`src/rtl/rv_decode_pkg.sv`:
```
// -----------------------------------------------------------------------------
// rv_decode_pkg
// Shared RISC-V decode definitions for the decode stage:
//   - supported major opcodes (OP_R, OP_I, OP_LD, OP_S, OP_B)
//   - instruction field bit positions
//   - immediate-format enum and small classification helpers
// No ports (package).
// -----------------------------------------------------------------------------
package rv_decode_pkg;

  localparam logic [6:0] OP_R  = 7'b0110011;
  localparam logic [6:0] OP_I  = 7'b0010011;
  localparam logic [6:0] OP_LD = 7'b0000011;
  localparam logic [6:0] OP_S  = 7'b0100011;
  localparam logic [6:0] OP_B  = 7'b1100011;

  // Least-significant bit of each instruction field
  localparam int OPC_LSB = 0;
  localparam int RD_LSB  = 7;
  localparam int F3_LSB  = 12;
  localparam int RS1_LSB = 15;
  localparam int RS2_LSB = 20;
  localparam int F7_LSB  = 25;

  typedef enum logic [1:0] {
    IMM_I    = 2'd0,
    IMM_S    = 2'd1,
    IMM_B    = 2'd2,
    IMM_NONE = 2'd3
  } imm_type_e;

  function automatic imm_type_e imm_type_of(input logic [6:0] opcode);
    imm_type_e t;
    case (opcode)
      OP_I, OP_LD: t = IMM_I;
      OP_S:        t = IMM_S;
      OP_B:        t = IMM_B;
      default:     t = IMM_NONE;
    endcase
    return t;
  endfunction

  function automatic logic uses_rs1(input logic [6:0] opcode);
    logic u;
    case (opcode)
      OP_R, OP_S, OP_B, OP_I, OP_LD: u = 1'b1;
      default:                       u = 1'b0;
    endcase
    return u;
  endfunction

  function automatic logic uses_rs2(input logic [6:0] opcode);
    logic u;
    case (opcode)
      OP_R, OP_S, OP_B: u = 1'b1;
      default:          u = 1'b0;
    endcase
    return u;
  endfunction

  function automatic logic is_supported(input logic [6:0] opcode);
    logic s;
    case (opcode)
      OP_R, OP_I, OP_LD, OP_S, OP_B: s = 1'b1;
      default:                       s = 1'b0;
    endcase
    return s;
  endfunction

endpackage

```
`src/rtl/imm_gen.sv`:
```
// -----------------------------------------------------------------------------
// imm_gen
// Combinational immediate generator. All immediates are sign-extended from
// inst[31]; opcodes without an I/S/B immediate produce zero.
// Ports:
//   inst  in  32    raw instruction word
//   imm   out XLEN  sign-extended immediate
// -----------------------------------------------------------------------------
module imm_gen
  import rv_decode_pkg::*;
#(
  parameter int XLEN = 64
) (
  input  logic [31:0]     inst,
  output logic [XLEN-1:0] imm
);

  imm_type_e imm_type;

  assign imm_type = imm_type_of(inst[OPC_LSB +: 7]);

  // Assemble the immediate according to its format
  always_comb begin
    imm = '0;
    case (imm_type)
      IMM_I:   imm = {{(XLEN-12){inst[31]}}, inst[31:20]};
      IMM_S:   imm = {{(XLEN-12){inst[31]}}, inst[31:25], inst[11:7]};
      IMM_B:   imm = {{(XLEN-13){inst[31]}}, inst[31], inst[7], inst[30:25], inst[11:8], 1'b0};
      default: imm = '0;
    endcase
  end

endmodule

```
`src/rtl/decode_stage.sv`:
```
// -----------------------------------------------------------------------------
// decode_stage
// IF/ID + ID/EX pipeline stage. Registers the fetched word, splits it into
// RISC-V fields, builds the immediate, stalls fetch on a load-use hazard
// (issuing a bubble) and flushes both slots on branch_taken.
// Optional feature macro: DECODE_PERF_CNT_EN adds stall/flush counters.
// Ports:
//   clock, reset                 clock, async active-high reset
//   if_valid/if_instruction/if_pc  fetch side
//   id_ready                     stage accepts fetch word this cycle (comb.)
//   branch_taken                 flush request
//   ex_ready                     downstream accepts ID/EX contents
//   ex_mem_read, ex_rd           load in EX and its destination
//   id_valid, id_pc, id_opcode, id_rd, id_rs1, id_rs2,
//   id_funct3, id_funct7, id_imm, id_illegal   registered ID/EX outputs
//   stall_cnt, flush_cnt         perf counters (DECODE_PERF_CNT_EN only)
// -----------------------------------------------------------------------------
module decode_stage
  import rv_decode_pkg::*;
#(
  parameter int XLEN = 64
`ifdef DECODE_PERF_CNT_EN
  , parameter int CNT_W = 32
`endif
) (
  input  logic            clock,
  input  logic            reset,
  input  logic            if_valid,
  input  logic [31:0]     if_instruction,
  input  logic [XLEN-1:0] if_pc,
  output logic            id_ready,
  input  logic            branch_taken,
  input  logic            ex_ready,
  input  logic            ex_mem_read,
  input  logic [4:0]      ex_rd,
  output logic            id_valid,
  output logic [XLEN-1:0] id_pc,
  output logic [6:0]      id_opcode,
  output logic [4:0]      id_rd,
  output logic [4:0]      id_rs1,
  output logic [4:0]      id_rs2,
  output logic [2:0]      id_funct3,
  output logic [6:0]      id_funct7,
  output logic [XLEN-1:0] id_imm,
  output logic            id_illegal
`ifdef DECODE_PERF_CNT_EN
  , output logic [CNT_W-1:0] stall_cnt
  , output logic [CNT_W-1:0] flush_cnt
`endif
);

  // IF/ID slot
  logic [31:0]     inst_q, inst_d;
  logic [XLEN-1:0] pc_q, pc_d;
  logic            v_f_q, v_f_d;

  // ID/EX slot
  logic            id_valid_q, id_valid_d;
  logic [XLEN-1:0] id_pc_q, id_pc_d;
  logic [6:0]      id_opcode_q, id_opcode_d;
  logic [4:0]      id_rd_q, id_rd_d;
  logic [4:0]      id_rs1_q, id_rs1_d;
  logic [4:0]      id_rs2_q, id_rs2_d;
  logic [2:0]      id_funct3_q, id_funct3_d;
  logic [6:0]      id_funct7_q, id_funct7_d;
  logic [XLEN-1:0] id_imm_q, id_imm_d;
  logic            id_illegal_q, id_illegal_d;

  // Decode of the word currently held in IF/ID
  logic [6:0]      dec_opcode;
  logic [4:0]      dec_rs1;
  logic [4:0]      dec_rs2;
  logic [XLEN-1:0] dec_imm;
  logic            hazard;

  assign dec_opcode = inst_q[OPC_LSB +: 7];
  assign dec_rs1    = inst_q[RS1_LSB +: 5];
  assign dec_rs2    = inst_q[RS2_LSB +: 5];

  imm_gen #(.XLEN(XLEN)) u_imm_gen (
    .inst (inst_q),
    .imm  (dec_imm)
  );

  // A load writing x0 never produces a value worth waiting for
  assign hazard = v_f_q & ex_mem_read & (ex_rd != 5'd0) &
                  (((ex_rd == dec_rs1) & uses_rs1(dec_opcode)) |
                   ((ex_rd == dec_rs2) & uses_rs2(dec_opcode)));

  // Nothing is accepted while reset is asserted; a flush always frees the slot
  assign id_ready = ~reset & (branch_taken | (ex_ready & ~hazard));

  // Next-state selection: branch flush > downstream stall > load-use bubble > advance
  always_comb begin
    inst_d       = inst_q;
    pc_d         = pc_q;
    v_f_d        = v_f_q;
    id_valid_d   = id_valid_q;
    id_pc_d      = id_pc_q;
    id_opcode_d  = id_opcode_q;
    id_rd_d      = id_rd_q;
    id_rs1_d     = id_rs1_q;
    id_rs2_d     = id_rs2_q;
    id_funct3_d  = id_funct3_q;
    id_funct7_d  = id_funct7_q;
    id_imm_d     = id_imm_q;
    id_illegal_d = id_illegal_q;
    if (branch_taken) begin
      // Flush: the fetch word presented this cycle is dropped as well
      v_f_d      = 1'b0;
      id_valid_d = 1'b0;
    end else if (!ex_ready) begin
      v_f_d = v_f_q;
    end else if (hazard) begin
      // Bubble into ID/EX; IF/ID keeps the dependent instruction
      id_valid_d   = 1'b0;
      id_pc_d      = '0;
      id_opcode_d  = 7'd0;
      id_rd_d      = 5'd0;
      id_rs1_d     = 5'd0;
      id_rs2_d     = 5'd0;
      id_funct3_d  = 3'd0;
      id_funct7_d  = 7'd0;
      id_imm_d     = '0;
      id_illegal_d = 1'b0;
    end else begin
      id_valid_d   = v_f_q;
      id_pc_d      = pc_q;
      id_opcode_d  = dec_opcode;
      id_rd_d      = inst_q[RD_LSB +: 5];
      id_rs1_d     = dec_rs1;
      id_rs2_d     = dec_rs2;
      id_funct3_d  = inst_q[F3_LSB +: 3];
      id_funct7_d  = inst_q[F7_LSB +: 7];
      id_imm_d     = dec_imm;
      id_illegal_d = v_f_q & ~is_supported(dec_opcode);
      inst_d       = if_instruction;
      pc_d         = if_pc;
      v_f_d        = if_valid;
    end
  end

  // Pipeline registers for both slots
  always_ff @(posedge clock or posedge reset) begin
    if (reset) begin
      inst_q       <= 32'd0;
      pc_q         <= '0;
      v_f_q        <= 1'b0;
      id_valid_q   <= 1'b0;
      id_pc_q      <= '0;
      id_opcode_q  <= 7'd0;
      id_rd_q      <= 5'd0;
      id_rs1_q     <= 5'd0;
      id_rs2_q     <= 5'd0;
      id_funct3_q  <= 3'd0;
      id_funct7_q  <= 7'd0;
      id_imm_q     <= '0;
      id_illegal_q <= 1'b0;
    end else begin
      inst_q       <= inst_d;
      pc_q         <= pc_d;
      v_f_q        <= v_f_d;
      id_valid_q   <= id_valid_d;
      id_pc_q      <= id_pc_d;
      id_opcode_q  <= id_opcode_d;
      id_rd_q      <= id_rd_d;
      id_rs1_q     <= id_rs1_d;
      id_rs2_q     <= id_rs2_d;
      id_funct3_q  <= id_funct3_d;
      id_funct7_q  <= id_funct7_d;
      id_imm_q     <= id_imm_d;
      id_illegal_q <= id_illegal_d;
    end
  end

  assign id_valid   = id_valid_q;
  assign id_pc      = id_pc_q;
  assign id_opcode  = id_opcode_q;
  assign id_rd      = id_rd_q;
  assign id_rs1     = id_rs1_q;
  assign id_rs2     = id_rs2_q;
  assign id_funct3  = id_funct3_q;
  assign id_funct7  = id_funct7_q;
  assign id_imm     = id_imm_q;
  assign id_illegal = id_illegal_q;

`ifdef DECODE_PERF_CNT_EN
  logic [CNT_W-1:0] stall_cnt_q, stall_cnt_d;
  logic [CNT_W-1:0] flush_cnt_q, flush_cnt_d;

  // Counters wrap naturally; stalls count only when the bubble is actually issued
  always_comb begin
    stall_cnt_d = stall_cnt_q;
    flush_cnt_d = flush_cnt_q;
    if (branch_taken) begin
      flush_cnt_d = flush_cnt_q + 1'b1;
    end else if (ex_ready && hazard) begin
      stall_cnt_d = stall_cnt_q + 1'b1;
    end else begin
      stall_cnt_d = stall_cnt_q;
    end
  end

  // Perf counter registers
  always_ff @(posedge clock or posedge reset) begin
    if (reset) begin
      stall_cnt_q <= '0;
      flush_cnt_q <= '0;
    end else begin
      stall_cnt_q <= stall_cnt_d;
      flush_cnt_q <= flush_cnt_d;
    end
  end

  assign stall_cnt = stall_cnt_q;
  assign flush_cnt = flush_cnt_q;
`endif

endmodule

```
`config.mk`:
```
export PLATFORM = sky130hd
export DESIGN_NAME = decode_stage
export DESIGN_NICKNAME = d
export VERILOG_FILES = /design/src/rtl/rv_decode_pkg.sv /design/src/rtl/imm_gen.sv /design/src/rtl/decode_stage.sv
export SDC_FILE = /design/constraint.sdc
export NUM_CORES = 1
export LEC_CHECK = 0
export ABC_CLOCK_PERIOD_IN_PS = 17000
export CAP_MARGIN = 5
export CORE_AREA = 2 2 134 136
export DETAILED_ROUTE_END_ITERATION = 16
export DIE_AREA = 0 0 136 138
export PLACE_DENSITY = 0.86
export SLEW_MARGIN = 10
export SYNTH_ARGS = -nofsm -noshare
export SYNTH_HDL_FRONTEND = slang
export SYNTH_SLANG_ARGS = --single-unit
```
`constraint.sdc`:
```
create_clock -name clock -period 17 [get_ports clock]
set_input_delay 3.4 -clock clock [delete_from_list [all_inputs] [get_ports clock]]
set_output_delay 3.4 -clock clock [all_outputs]
set_load 0.02 [all_outputs]
```
==> results of run 1 <==
[cells in the mapped netlist, types with 2 or more instances]
cell,number
buf_4,53
o31ai_1,13
buf_6,4
buf_2,6
xnor2_1,5
o21ai_0,96
a22oi_1,4
nand2_1,213
nor2_1,4
mux2_4,28
xor2_1,5
clkbuf_1,32
nand2b_1,2
nand4_1,3
nor3_1,3
inv_1,3
mux2_2,67
dfrtp_1,208
a21oi_1,2
[layout by cell type (no fill, tap or decap), types with 4 or more instances in the layout]
master,n
a22oi_1,4
buf_4,8
clkbuf_16,23
clkbuf_8,9
clkdlybuf4s50_1,269
dfrtp_1,208
mux2_2,67
mux2_4,28
nand2_1,213
nor2_1,4
o21ai_0,96
o31ai_1,13
xnor2_1,5
xor2_1,5
[sequential cells by signal, summed over array words and instances (netlist names), 7 cells and up]
name and flops:
id_opcode 7, id_pc 64, inst_q 32, pc_q 64
id_funct7 7, id_imm 13
[where the power goes]
| part | switching [mW] | internal, mW |
|---|---|---|
| clock network | 0.188 | 0.331 |
| registers | 0.0505 | 0.571 |
| logic | 0.147 | 0.155 |
[worst max path at each step]
stage                          end  startpoint  cells after the start
after floorplan           id_ready       reset                      3
after global placement    id_ready    ex_rd[3]                      6
after detailed placement  id_ready    ex_rd[3]                      6
after CTS                 id_ready    ex_rd[2]                      6
after global routing      id_ready    ex_rd[2]                      6
final                     id_ready    ex_rd[3]                      6
[worst max-delay path, delay by kind of cell]
| kind | cells | cell delay (ps) |
|---|---|---|
| simple gates | 1 | 400 |
| buf+inv | 2 | 1120 |
| compound gates | 3 | 660 |
[cells by family after synthesis]
kind of cell | share of synthesized area (%)
simple gates | 10.33
flops | 59.62
compound gates | 8.513
buf+inv | 6.965
mux | 13.57
xor+xnor | 1.003
[per-stage QoR]
step,power [mW],setup slack (ps),cells,cell area [µm²],hold WS (ps)
floorplan,0.7799,5209,770,8731,463.7
global placement,0.9196,8058,1180,11200,459.8
detailed placement,0.9310,8020,1180,11200,466.0
CTS,1.457,8018,1220,12010,478.8
global route,1.504,7945,1220,12010,500.9
finish,1.443,8015,1220,12010,475.5
[layout make-up]
class | count | area [µm²] | share of cell area, %
clock buffer | 35 | 710.7 | 5.919
clock inverter | 5 | 100.1 | 0.8337
inverter | 3 | 18.77 | 0.1563
multi-input combinational | 463 | 2933 | 24.43
sequential | 208 | 5205 | 43.35
tap | 229 | 286.5 | 2.386
timing repair buffer | 277 | 2753 | 22.93
[per-layer routing]
| metal | up-vias | GRT usage (%) |
|---|---|---|
| li1 | 2932 | - |
| met1 | 3169 | 30.58 |
| met2 | 271 | 37.13 |
| met3 | 51 | 6.051 |
| met4 | 4 | 7.292 |
| met5 | - | 0 |
==> qor.csv, run 1 <==
stage;metric;value;unit
worst_hold_path;worstHoldPathCells;2;
worst_hold_path;hp-class;flip-flop to flip-flop;
final_layout;post_route_cells_drive_above_1_share;14.63;%
placement;gp_congestion;0.8788;
setup_path;cp.arrival;5580;ps
final_layout;syn_to_final_growth;37.52;%
routing;wl;22010;µm
cts;hold_buffers;0;
final_layout;layout.nets;1082;
yosys;synth_top_area_share;59.62;%
timing;slew_violations;0;
routing;drc_errors;0;
setup_path;r2r_cells;7;
yosys;async_flop_share;100.0;%
final_layout;diodes;0;
routing;drtPass1Iterations;4;
routing;top_layer;met5;
setup_path;critPathKind;input pin to output port;
global_route;grt_pass1_wl;34570;µm
yosys;ys_ff_latch;208;
floorplanning;num_rows;49;
setup_path;worstReg2RegStart;inst_q[1];
yosys;synthFlopType;dfrtp_1;
setup_path;crit_chain;clkdlybuf4s50_1 -> or3_1 -> o311a_1 -> a21boi_4 -> o2bb2ai_1 -> clkdlybuf4s50_1;
yosys;synth_fp_nets;877;
timing;setup_violations;0;
yosys;synth_cell_types;38;
global_route;grt_max_degree;109;
cts;root_buffer;clkbuf_16;
cts;clock_tree.buffer_depth;3;
power;p_leak;5.100;nW
routing;wire_per_inst;18.04;µm
power;power_density;120.2;nW/µm²
floorplanning;initial_core_util;49.79;%
floorplanning;dieArea;18770;µm²
setup_path;cp.required;13600;ps
worst_hold_path;hold_end;id_opcode[4];
run_status;status;complete, no violations;
placement;portBuffers;269;
floorplanning;io_pins;270;
run;cap_violations;0;
yosys;yosys_warnings;0;
timing;rsz0062_at_grt;false;
placement;dp_hpwl;14140;µm
cts;cts_resized;0;
setup_path;critPathMaxFanout;5;
global_route;antenna_found_initial;2;
floorplanning;die_w;136;µm
timing;max_slew_margin;25.35;%
setup_path;critPathMaxStageDelay;620;ps
yosys;syn_inst;770;
yosys;seq_area_frac_synth;59.62;%
floorplanning;dieHeight;138;µm
routing;met1_length;9024;µm
timing;fin_tns_setup;0;ps
timing;tightestPinTransition;1120;ps
yosys;yosysTopAreaCell;dfrtp_1;
routing;met2_length;10380;µm
worst_hold_path;hp-start;id_opcode[4];
routing;vias_per_cell;5.268;
cts;post-cts-setup-buffers;0;
cts;cts_buffers;22;
yosys;syn-cell-area;8731;µm²
setup_path;worstSetupEndpointType;output port;
global_route;grt.overflow.total;0;
timing;final_period_minus_worst_setup_slack;8985;ps
routing;ant_nets;0;
routing;dr.first_iter.drc_count;380;
yosys;synth.area.top_cells;dfrtp_1, nand2_1, mux2_2;
setup_path;crit_path_frequent_cell;clkdlybuf4s50_1;
setup_path;reg2reg_slack;13700;ps
setup_path;crit_slowest_cell;clkdlybuf4s50_1;
routing;wl_met3;1919;µm
yosys;postSynthAreaPerCell;11.34;µm²
setup_path;r2r-end;inst_q[7];
final_layout;final_util;68.47;%
yosys;synth-edff-count;0;
timing;hold_viol_final;0;
cts;cts_sinks;208;
global_route;grt_pass1_vias;6439;
cts;tritoncts;yes;
timing;finalCritPeriodShare;52.85;%
setup_path;startpoint_type;input pin;
floorplanning;core;17530;µm²
timing;max_freq;111.3;MHz
timing;skew;6.463;ps
power;ir_drop;0.00009110;V
cts;htreeDepth;1;
cts;clk_pin_slew;60;ps
global_route;gr-usage-all-layers;23.04;%
final_layout;fill_cells;1277;
cts;insertion_delay;490;ps
routing;vias;6427;
(Power assumes the default switching activity.)
==> inputs of run 2 (changes only) <==
--- a/config.mk
+++ b/config.mk
@@ -5,12 +5,12 @@
 export SDC_FILE = /design/constraint.sdc
 export NUM_CORES = 1
 export LEC_CHECK = 0
-export ABC_CLOCK_PERIOD_IN_PS = 17000
+export ABC_CLOCK_PERIOD_IN_PS = 8390
 export CAP_MARGIN = 5
-export CORE_AREA = 2 2 134 136
+export CORE_AREA = 2 2 140 142
 export DETAILED_ROUTE_END_ITERATION = 16
-export DIE_AREA = 0 0 136 138
-export PLACE_DENSITY = 0.86
+export DIE_AREA = 0 0 142 144
+export PLACE_DENSITY = 0.79
 export SLEW_MARGIN = 10
 export SYNTH_ARGS = -nofsm -noshare
 export SYNTH_HDL_FRONTEND = slang
==> constraint.sdc (replaced) <==
create_clock -name clock -period 8.39 [get_ports clock]
set_input_delay 1.678 -clock clock [delete_from_list [all_inputs] [get_ports clock]]
set_output_delay 1.678 -clock clock [all_outputs]
set_load 0.02 [all_outputs]
==> run 2 against run 1 <==
Compared with the run above: global-route usage is 2.2 points lower; worst setup slack worse by 5200 ps; wire length is 1.9% lower; combinational power is 100% higher; via count is 1.7% lower; worst hold slack worse by 2.5 ps; clock-buffer cell count is 2 higher; sequential power is 100% higher; largest power group unchanged.
==> qor.csv, run 2 (synthesis results as in run 1) <==
stage;metric;value;unit
run_status;status;complete, no violations;
worst_hold_path;hp-class;flip-flop to flip-flop;
routing;drc_errors;0;
run;cap_violations;0;
global_route;grt.overflow.total;0;
final_layout;layout.nets;1083;
global_route;use_met3;6.126;%
cts;root_buffer;clkbuf_16;
cts;clock_tree.buffer_depth;3;
placement;portBuffers;269;
timing;setup_violations;0;
setup_path;critPathMaxStageDelay;620;ps
cts;insertion_delay;500;ps
setup_path;r2r_cells;6;
setup_path;critPathMaxFanout;5;
setup_path;crit_path_frequent_cell;clkdlybuf4s50_1;
timing;tightestPinTransition;1094;ps
timing;skew;11.89;ps
worst_hold_path;hp-start;id_pc[7];
timing;layout_setup_ws;2865;ps
routing;ant_nets;0;
routing;dr.first_iter.drc_count;322;
power;ir_drop;0.0001453;V
global_route;antenna_found_initial;2;
final_layout;mostFrequentLayoutCell;clkdlybuf4s50_1;
placement;dp_hpwl;14140;µm
floorplanning;core;19080;µm²
timing;slew_violations;0;
timing;rsz0062_at_grt;false;
routing;drtPass1Iterations;4;
setup_path;startpoint_type;input pin;
routing;vias_per_cell;5.127;
cts;cts_resized;0;
final_layout;post_route_cells_drive_above_1_share;14.80;%
cts;post-cts-setup-buffers;0;
power;p_total;2.892;mW
final_layout;most-common-layout-cells;clkdlybuf4s50_1, nand2_1, dfrtp_1;
final_layout;syn_to_final_growth;37.50;%
routing;wire_per_inst;17.53;µm
setup_path;reg2reg_slack;5230;ps
floorplanning;num_rows;51;
cts;tritoncts;yes;
floorplanning;dieHeight;144;µm
cts;clk_pin_slew;60;ps
setup_path;worstReg2RegStart;inst_q[3];
worst_hold_path;worstHoldPathCells;2;
global_route;grt_max_degree;109;
routing;wl;21590;µm
setup_path;worstSetupEndpointType;output port;
setup_path;cp.arrival;3850;ps
setup_path;crit_chain;clkdlybuf4s50_1 -> or3_1 -> o311a_1 -> a21boi_4 -> o2bb2ai_1 -> clkdlybuf4s50_1;
cts;cts_sinks;208;
setup_path;r2r-end;pc_q[18];
worst_hold_path;hold_end;id_pc[7];
cts;cts_buffers;23;
floorplanning;initial_core_util;45.76;%
floorplanning;die_w;142;µm
global_route;gr-usage-all-layers;20.87;%
timing;finalCritPeriodShare;65.86;%
final_layout;final_util;62.92;%
global_route;grt_pass1_wl;34010;µm
floorplanning;io_pins;270;
timing;final_period_minus_worst_setup_slack;5525;ps
timing;max_freq;181.0;MHz
setup_path;cp.required;6710;ps
setup_path;crit_slowest_cell;clkdlybuf4s50_1;
placement;dpl_worst_slack;2871;ps
routing;vias;6317;
global_route;grt_pass1_vias;6374;
power;p_leak;5.094;nW
timing;max_slew_margin;27.08;%
cts;hold_buffers;0;
setup_path;critPathKind;input pin to output port;
global_route;busiest_layer;met2;
global_route;grt_use_met2;33.79;%
floorplanning;dieArea;20450;µm²
global_route;met1_usage;27.40;%
power;power_density;240.9;nW/µm²
timing;fin_tns_setup;0;ps
placement;gp_congestion;0.8148;
cts;htreeDepth;1;
timing;hold_viol_final;0;
==> run 2: cell types whose count changed in the layout (fill, tap and decap cells not counted) <==
cell,before,now
clkinv_4,0,1
inv_6,0,1
clkbuf_8,9,11
bufinv_16,3,1
diode_2,0,1
==> run 2: how the worst max path moves through the flow <==
stage | start | to | slack (ps) | cells after the start
after floorplan | reset | id_ready | 40 | 3
after global placement | ex_rd[3] | id_ready | 2900 | 6
after detailed placement | ex_rd[3] | id_ready | 2870 | 6
after CTS | ex_rd[3] | id_ready | 2860 | 6
after global routing | ex_rd[3] | id_ready | 2780 | 6
final | ex_rd[3] | id_ready | 2860 | 6
==> run 2: through the flow <==
step | instance area [µm²] | hold slack [ps] | std cells
after floorplan | 8731 | 463.7 | 770
after global placement | 11210 | 459.7 | 1189
after detailed placement | 11210 | 465.3 | 1189
after CTS | 12000 | 479.4 | 1231
after global routing | 12000 | 499.9 | 1231
final | 12010 | 473.0 | 1232
==> run 2: final cells by class <==
class / count / area, µm²
timing repair buffer: 277 / 2753
multi-input combinational: 463 / 2933
inverter: 3 / 18.77
clock buffer: 37 / 738.2
clock inverter: 5 / 57.56
fill: 1504 / 7074
tap: 238 / 297.8
antenna: 1 / 2.502
sequential: 208 / 5205
==> run 2: worst max-delay path: cells and delay by family <==
kind / cells / cell delay, ps
AOI/OAI and AO/OA: 3 / 670
buffers and inverters: 2 / 1120
and+or+nand+nor: 1 / 380
==> run 2: report_power, final <==
part	internal, mW	switching, mW
Clock	0.632	0.395
Combinational	0.313	0.296
Sequential	1.16	0.0984
Total	2.10	0.790
==> run 2: layer usage <==
| metal | up-vias | wire length, µm |
|---|---|---|
| li1 | 2949 | - |
| met1 | 3067 | 8917 |
| met2 | 258 | 10290 |
| met3 | 43 | 1842 |
| met4 | 0 | 539 |
| met5 | - | 0 |
